### src/rtl/hazard_ctrl_pkg.sv
// rtl/hazard_ctrl_pkg.sv - shared forwarding select codes and Tnew constants for hazard_ctrl
package hazard_ctrl_pkg;

   localparam int HC_AW = 5;
   localparam int HC_TW = 2;

   typedef enum logic [1:0] {
      FWD_RF = 2'd0,
      FWD_E  = 2'd1,
      FWD_M  = 2'd2,
      FWD_W  = 2'd3
   } fwd_sel_t;

   localparam logic [HC_TW-1:0] TNEW_JAL  = 2'd0;
   localparam logic [HC_TW-1:0] TNEW_ALU  = 2'd1;
   localparam logic [HC_TW-1:0] TNEW_LOAD = 2'd2;

endpackage

### src/rtl/hazard_ctrl_stage_tag_reg.sv
// rtl/hazard_ctrl_stage_tag_reg.sv - one pipe stage of destination tag: a3/we/tnew
// DEC selects whether tnew counts down (saturating at 0) on entry to this stage.
module stage_tag_reg #(
   parameter int AW  = 5,
   parameter int TW  = 2,
   parameter bit DEC = 1'b1
) (
   input  logic          clk,
   input  logic          reset,
   input  logic          bubble,
   input  logic [AW-1:0] src_a3,
   input  logic          src_we,
   input  logic [TW-1:0] src_tnew,
   output logic [AW-1:0] a3,
   output logic          we,
   output logic [TW-1:0] tnew
);

   logic [TW-1:0] tnew_nxt;

   always_comb begin
      tnew_nxt = src_tnew;
      if (DEC && (src_tnew != '0)) begin
         tnew_nxt = src_tnew - {{(TW-1){1'b0}}, 1'b1};
      end
   end

   always_ff @(posedge clk or negedge reset) begin
      if (!reset) begin
         a3   <= '0;
         we   <= 1'b0;
         tnew <= '0;
      end else if (bubble) begin
         a3   <= '0;
         we   <= 1'b0;
         tnew <= '0;
      end else begin
         a3   <= src_a3;
         we   <= src_we;
         tnew <= tnew_nxt;
      end
   end

endmodule

### src/rtl/hazard_ctrl.sv
// rtl/hazard_ctrl.sv - D-stage stall and D/E operand forwarding selects for the MIPS pipe
module hazard_ctrl
   import hazard_ctrl_pkg::*;
#(
   parameter int AW = 5,
   parameter int TW = 2
) (
   input  logic          clk,
   input  logic          reset,
   input  logic [AW-1:0] rs_d,
   input  logic [AW-1:0] rt_d,
   input  logic [TW-1:0] tuse_rs,
   input  logic [TW-1:0] tuse_rt,
   input  logic          use_rs,
   input  logic          use_rt,
   input  logic [AW-1:0] a3_d,
   input  logic          we_d,
   input  logic [TW-1:0] tnew_d,
   output logic          stall,
   output logic [1:0]    fwd_rs_d,
   output logic [1:0]    fwd_rt_d,
   output logic [1:0]    fwd_rs_e,
   output logic [1:0]    fwd_rt_e
);

   logic [AW-1:0] a3_e, a3_m, a3_w;
   logic          we_e, we_m, we_w;
   logic [TW-1:0] tnew_e, tnew_m, tnew_w;
   logic [AW-1:0] rs_e, rt_e;

   // E keeps tnew as issued; it counts down only on the way into M and W.
   stage_tag_reg #(.AW(AW), .TW(TW), .DEC(1'b0)) u_tag_e (
      .clk      (clk),
      .reset    (reset),
      .bubble   (stall),
      .src_a3   (a3_d),
      .src_we   (we_d),
      .src_tnew (tnew_d),
      .a3       (a3_e),
      .we       (we_e),
      .tnew     (tnew_e)
   );

   stage_tag_reg #(.AW(AW), .TW(TW), .DEC(1'b1)) u_tag_m (
      .clk      (clk),
      .reset    (reset),
      .bubble   (1'b0),
      .src_a3   (a3_e),
      .src_we   (we_e),
      .src_tnew (tnew_e),
      .a3       (a3_m),
      .we       (we_m),
      .tnew     (tnew_m)
   );

   stage_tag_reg #(.AW(AW), .TW(TW), .DEC(1'b1)) u_tag_w (
      .clk      (clk),
      .reset    (reset),
      .bubble   (1'b0),
      .src_a3   (a3_m),
      .src_we   (we_m),
      .src_tnew (tnew_m),
      .a3       (a3_w),
      .we       (we_w),
      .tnew     (tnew_w)
   );

   always_ff @(posedge clk or negedge reset) begin
      if (!reset) begin
         rs_e <= '0;
         rt_e <= '0;
      end else if (stall) begin
         rs_e <= '0;
         rt_e <= '0;
      end else begin
         rs_e <= rs_d;
         rt_e <= rt_d;
      end
   end

   function automatic logic hit(input logic we, input logic [AW-1:0] a3,
                                input logic [AW-1:0] r);
      return we && (a3 == r) && (r != '0);
   endfunction

   // The newest matching producer decides; if it is not ready it masks older ones.
   function automatic logic [1:0] fwd_d_sel(input logic he, input logic hm, input logic hw,
                                            input logic [TW-1:0] t_e,
                                            input logic [TW-1:0] t_m,
                                            input logic [TW-1:0] t_w);
      if (he)      return (t_e == '0) ? FWD_E : FWD_RF;
      else if (hm) return (t_m == '0) ? FWD_M : FWD_RF;
      else if (hw) return (t_w == '0) ? FWD_W : FWD_RF;
      return FWD_RF;
   endfunction

   function automatic logic [1:0] fwd_e_sel(input logic hm, input logic [TW-1:0] t_m,
                                            input logic hw);
      if (hm && (t_m == '0)) return FWD_M;
      else if (hw)           return FWD_W;
      return FWD_RF;
   endfunction

   logic hit_e_rs, hit_m_rs, hit_w_rs;
   logic hit_e_rt, hit_m_rt, hit_w_rt;
   logic hit_me_rs, hit_we_rs, hit_me_rt, hit_we_rt;
   logic stall_rs, stall_rt;

   assign hit_e_rs  = hit(we_e, a3_e, rs_d);
   assign hit_m_rs  = hit(we_m, a3_m, rs_d);
   assign hit_w_rs  = hit(we_w, a3_w, rs_d);
   assign hit_e_rt  = hit(we_e, a3_e, rt_d);
   assign hit_m_rt  = hit(we_m, a3_m, rt_d);
   assign hit_w_rt  = hit(we_w, a3_w, rt_d);
   assign hit_me_rs = hit(we_m, a3_m, rs_e);
   assign hit_we_rs = hit(we_w, a3_w, rs_e);
   assign hit_me_rt = hit(we_m, a3_m, rt_e);
   assign hit_we_rt = hit(we_w, a3_w, rt_e);

   assign stall_rs = use_rs && ((hit_e_rs && (tnew_e > tuse_rs)) ||
                                (hit_m_rs && (tnew_m > tuse_rs)));
   assign stall_rt = use_rt && ((hit_e_rt && (tnew_e > tuse_rt)) ||
                                (hit_m_rt && (tnew_m > tuse_rt)));
   assign stall    = stall_rs || stall_rt;

   assign fwd_rs_d = fwd_d_sel(hit_e_rs, hit_m_rs, hit_w_rs, tnew_e, tnew_m, tnew_w);
   assign fwd_rt_d = fwd_d_sel(hit_e_rt, hit_m_rt, hit_w_rt, tnew_e, tnew_m, tnew_w);
   assign fwd_rs_e = fwd_e_sel(hit_me_rs, tnew_m, hit_we_rs);
   assign fwd_rt_e = fwd_e_sel(hit_me_rt, tnew_m, hit_we_rt);

endmodule

### config.mk
export PLATFORM = sky130hd
export DESIGN_NAME = hazard_ctrl
export DESIGN_NICKNAME = d
export VERILOG_FILES = /design/src/rtl/hazard_ctrl_pkg.sv /design/src/rtl/hazard_ctrl_stage_tag_reg.sv /design/src/rtl/hazard_ctrl.sv
export SDC_FILE = /design/constraint.sdc
export NUM_CORES = 1
export LEC_CHECK = 0
export CAP_MARGIN = 20
export CORE_ASPECT_RATIO = 0.7
export CORE_UTILIZATION = 40
export CTS_BUF_LIST = sky130_fd_sc_hd__clkbuf_8 sky130_fd_sc_hd__clkbuf_16
export DETAILED_ROUTE_END_ITERATION = 16
export GPL_TIMING_DRIVEN = 1
export MAX_ROUTING_LAYER = met4
export PLACE_DENSITY_LB_ADDON = 0.25
export REMOVE_ABC_BUFFERS = 1
export SYNTH_ARGS = -nofsm -noshare
export SYNTH_HDL_FRONTEND = slang
export SYNTH_SLANG_ARGS = --single-unit
export TNS_END_PERCENT = 10
### constraint.sdc
create_clock -name clk -period 3 [get_ports clk]
set_input_delay 0.6 -clock clk [delete_from_list [all_inputs] [get_ports clk]]
set_output_delay 0.6 -clock clk [all_outputs]
set_load 0.01 [all_outputs]
* Word level (Yosys, flattened, before mapping)
Index checks and enable logic that the tools add are counted.
** Storage, ports and cells
- Output and inout port bits :: 9
- Register bits after elaboration :: 34
- Input bits :: 26
- Word-level logic and storage cells :: 101
** Operators by class
- $lt $le $gt $ge :: 4
- Add/sub/neg operators :: 2
- Reduce and logical (&&, ||, !) cells :: 40
- Multiplexer cells :: 34
- Eq/ne operators :: 10
** Operator list (number)
- equality test 5 bit :: 10
- 2-to-1 mux 2 bit :: 19
- logical AND 1 bit :: 28
- nonzero test 5 bit :: 4
- 2-to-1 mux 5 bit :: 3
- 2-to-1 mux 1 bit :: 12
- > comparator 2 bit :: 4
- zero test 2 bit :: 3
- nonzero test 2 bit :: 2
- subtractor 2 x 1 -> 2 bit, second input constant :: 2
- logical OR 1 bit :: 3

* Logic depth before layout (Yosys ltp)
- Depth in word-level cells :: 8
- Depth in mapped cells :: 8
- Depth with buffers taken out :: 7

* Cells and area by module
Synthesis repeated with hierarchy kept, for this count alone.
** Unflattened totals
- Cell total of the unflattened synthesis :: 203
- Area, all modules :: 2107.0 um^2
** By module, submodules not included
- hazard_ctrl :: sequential area each 250.2 um^2, area an instance 1316.3 um^2, times used 1, cells each 155
- stage_tag_reg (u_tag_m ...) :: sequential area each 200.2 um^2, area an instance 270.3 um^2, times used 2, cells each 16
- stage_tag_reg (u_tag_e) :: sequential area each 200.2 um^2, area an instance 250.2 um^2, times used 1, cells each 16

* Least setup slack after synthesis
No wires, ideal clock.
- Path kind :: input port to output port
- Start point :: input rs_d[4]
- End point :: output fwd_rs_d[0]
- Path buffers :: 0
- Stages :: 5
- Data required time :: 2.400 ns
- Slack :: 0.335 ns
- Arrival :: 2.065 ns
- Cell sequence :: or4_4 -> nor2_4 -> nor3_1 -> or4_1 -> mux2i_1
** On the way
- Longest elaborated chain between the ends :: 7
- Elaborated cells between the ends (all ways) :: 16
- Classes of those cells :: eq/ne: 3; mux: 6; reduce/logical: 7
** Ends and longest elaborated chain
- start: declaration :: RTL line hazard_ctrl.sv:10 : input logic [AW-1:0] rs_d,
- equality test 5 bit :: RTL line hazard_ctrl.sv:83 : return we && (a3 == r) && (r != '0);
- logical AND 1 bit (2 in a row) :: RTL line hazard_ctrl.sv:83
- 2-to-1 mux 1 bit :: RTL line hazard_ctrl.sv:93 : else if (hw) return (t_w == '0) ? FWD_W : FWD_RF;
- 2-to-1 mux 1 bit :: RTL line hazard_ctrl.sv:92 : else if (hm) return (t_m == '0) ? FWD_M : FWD_RF;
- 2-to-1 mux 1 bit :: RTL line hazard_ctrl.sv:91 : if (he) return (t_e == '0) ? FWD_E : FWD_RF;
- 2-to-1 mux 2 bit (*) :: RTL line hazard_ctrl.sv:94 : return FWD_RF;
- end: declaration :: RTL line hazard_ctrl.sv:20 : output logic [1:0] fwd_rs_d,
Every way passes the cells marked *; elsewhere a longest branch is shown, timed or not.

* Final worst setup path
- Start point :: input tuse_rs[1]
- End point :: output stall
** On the way
- Longest elaborated chain between the ends :: 5
- Elaborated cells between the ends (all ways) :: 7
- Classes of those cells :: order compare: 2; reduce/logical: 5
** Ends and longest elaborated chain
- start: declaration :: RTL line hazard_ctrl.sv:12 : input logic [TW-1:0] tuse_rs,
- > comparator 2 bit (on tied branches) :: RTL line hazard_ctrl.sv:120, hazard_ctrl.sv:121
- logical AND 1 bit (on tied branches) :: RTL line hazard_ctrl.sv:120, hazard_ctrl.sv:121
- logical OR 1 bit (*) :: RTL line hazard_ctrl.sv:120 : assign stall_rs = use_rs && ((hit_e_rs && (tnew_e > tuse_rs)) ||
- logical AND 1 bit (*) :: RTL line hazard_ctrl.sv:120
- logical OR 1 bit (*) :: RTL line hazard_ctrl.sv:124 : assign stall = stall_rs || stall_rt;
- end: declaration :: RTL line hazard_ctrl.sv:19 : output logic stall,
Marks and branches as above.

==> results.yml <==
synthesis:
  yosysUniqueCellTypes: 25
  synth_xor_area_frac: 0.220
  seq_area_frac_synth: 0.427
  synthCells: 190
  synth-adder-area-share: 0.0503
  synth_top_family_by_area: "simple AND/OR/NAND/NOR gates"
  synthMuxAreaShare: 0.0101
  synth_compound_area_frac: 0.0201
  ys_ff_latch: 34
  syn_area_per_cell_um2: 10.5
  yosys.area_share.simple: 0.248
  ys_warn_count: 0
  syn_area_um2: 1990
sta:
  hold_violations: 0
  report.final.setup_viol: 0
  setup_ws_ps: 43.7
  max_slew.worst_pin.slew_ps: 427
  finalCritPeriodShare: 0.985
  period_needed_ps: 2960
  fin_skew_ps: 3.41
  slew_headroom: 0.715
  max_freq_ghz: 0.338
  slew_viol_final: 0
detailed_routing:
  drt-pass1-iter-count: 4
  via_count: 1542
  ant_nets: 0
  wire_per_inst_um: 15.0
  vias_per_cell: 4.90
  drt-total-wl_um: 4730
  drt_iter0_drc: 39
  drc: 0
placement:
  dpl_cell_area_um2: 2540
  globalplace.congestion: 0.814
  place_inst: 308
  dp_hpwl_um: 3660
  io_buffers: 34
  dp_worst_setup_slack_ps: -594
setup_path:
  rr_worst_depth: 8
  reg2reg_slack_ps: 930
  arrival_ps: 2360
  endpoint_kind: "primary output"
  critPathLaunchType: "primary input"
  critical_path_class: "primary input to primary output"
  cp_slowest_stage_delay_ps: 460
  crit_chain: "clkdlybuf4s50_1, inv_1, ha_4, nor2b_1, o211ai_1, nor4_2, nor4_4, inv_2, buf_2"
  cp.required_ps: 2400
  critPathSlowestCell: "clkdlybuf4s50_1"
  reg2reg_to: "rt_e[3]"
  r2r-start: "u_tag_e.tnew[1]"
  critical_path.max_fanout: 2
pwr:
  max-vdd-ir-drop_mv: 0.265
  pwr_density_cell_nw_per_um2: 390
  p_leak_nw: 1.10
hold_path:
  hold_end: "u_tag_m.we"
  min_path_cells: 0
  hold_path.startpoint: "u_tag_e.we"
  min_path_type: "flip-flop to flip-flop"
cts:
  clk_latency_ps: 300
  cts-htree-levels: 2
  tritoncts: "yes"
  cts-root-buf: "clkbuf_8"
  postCtsHoldBufs: 0
  cts.sinks: 34
  clockBufferDepth: 2
  path_clk_slew_ps: 60
  cts_buffers: 5
floorplan:
  die_area_um2: 5270
  core_um2: 4780
  io_pins: 35
  num_rows: 21
  start_util: 0.416
  die_h_um: 61.0
  die-width_um: 86.3
final_layout:
  layout-drive-gt1-share: 0.211
  multi_input_area_um2: 1180
  fin_nets: 280
  final_cell_mix: "42 x xnor2_1, 34 x dfrtp_1, 21 x and2_1, 20 x buf_4, 19 x clkdlybuf4s50_1"
  mostFrequentLayoutCell: "xnor2_1"
  stdcell_area_um2: 2680
  syn_to_final_growth_pct: 34.8
  final_cells: 315
  fillers: 454
  n_antenna_cell: 0
  seq_area_um2: 851
  finalCoreUtilization: 0.561
outcome:
  status: "finished, final reports clean"
global_route:
  grt.total_usage: 0.206
  grt_max_degree: 35
  antenna_found_initial: 0
  grt_pass1_vias: 1484
  grt_pass1_wl_um: 7530
  overflow: 0
job:
  drv_cap: 0
## layer usage
layer  GRT usage  part of all wire  wire length (um)
met1       0.271              0.48              2280
met4      0.0929             0.014                67
met3      0.0442             0.037               174
met5           -                 0                 0
met2       0.311              0.47              2210
## report_power, final
part | switching [mW] | leakage (nW) | internal (mW)
logic | 0.0901 | 0.649 | 0.120
registers | 0.0408 | 0.403 | 0.485
clock network | 0.159 | 0.0466 | 0.153
total | 0.290 | 1.10 | 0.758
## kinds of logic after synthesis
group                      Yosys count
buffers and inverters               11
and+or+nand+nor                     79
muxes                                2
DFF                                 34
AOI/OAI and AO/OA                    6
xor gates and xnor gates            50
adders and majority gates            8
## worst max-delay path by stage
stage | to | depth (start not counted) | startpoint | slack [ps]
floorplan | fwd_rs_d[0] | 5 | rs_d[4] | 330
global placement | fwd_rs_d[0] | 7 | rs_d[4] | -580
detailed placement | fwd_rs_d[1] | 7 | rs_d[4] | -590
CTS | stall | 10 | tuse_rt[1] | -30
global route | stall | 9 | tuse_rs[1] | -30
finish | stall | 9 | tuse_rs[1] | 40
## Yosys cell counts
cell,n,area share
or4_1,4,0.015
nor2_1,3,0.0057
inv_2,1,0.0019
inv_1,4,0.0075
nor2_4,2,0.011
xnor2_1,42,0.18
ha_1,8,0.050
and2_1,21,0.066
clkbuf_1,5,0.0094
nor3b_1,1,0.0038
nor4_4,1,0.011
a21oi_1,2,0.0050
nor4_1,8,0.025
nand2_1,12,0.023
nand4_1,10,0.031
or2_2,1,0.0031
dfrtp_1,34,0.43
buf_6,1,0.0057
nor3_1,4,0.010
o211ai_1,4,0.015
mux2i_1,2,0.010
or2_1,2,0.0063
nor2b_1,8,0.025
or4_4,2,0.011
xor2_1,8,0.035
## sequential cells by signal, indices dropped and copies added (netlist names)
name          count
rs_e              5
rt_e              5
u_tag_e.a3        5
u_tag_m.a3        5
u_tag_w.a3        5
u_tag_e.tnew      2
u_tag_m.tnew      2
u_tag_w.tnew      2
u_tag_e.we        1
u_tag_m.we        1
u_tag_w.we        1
## metrics by stage
| stage | hold slack [ps] | power [mW] | TNS, ps |
|---|---|---|---|
| after floorplan | 304 | 0.632 | 0 |
| final | 401 | 1.05 | 0 |
| after detailed placement | 392 | 0.740 | -2760 |
| after CTS | 406 | 1.05 | -35.6 |
| after global placement | 389 | 0.733 | -2690 |
| after global routing | 428 | 1.10 | -31.7 |
## worst max-delay path, delay by kind of cell
kind	cells	cell delay (ps)
buffers and inverters	4	710
AO/OA/AOI/OAI	1	130
AND/OR/NAND/NOR	3	650
adder cells (fa/ha/maj)	1	270
## what timing repair did
item,in CTS,in global routing
gates resized for setup,35,11
buffers inserted,0,0
endpoints found under the setup margin,5,5
pin swaps,13,12
## cell type report
cell class                 count  share of cell area
clock inverter                 2             0.00280
tap                           69              0.0322
clock buffer                   5              0.0256
multi-input combinational    145               0.439
inverter                       5             0.00699
sequential                    34               0.317
timing repair buffer          55               0.176
No activity file was read; power rests on OpenSTA's default activity.
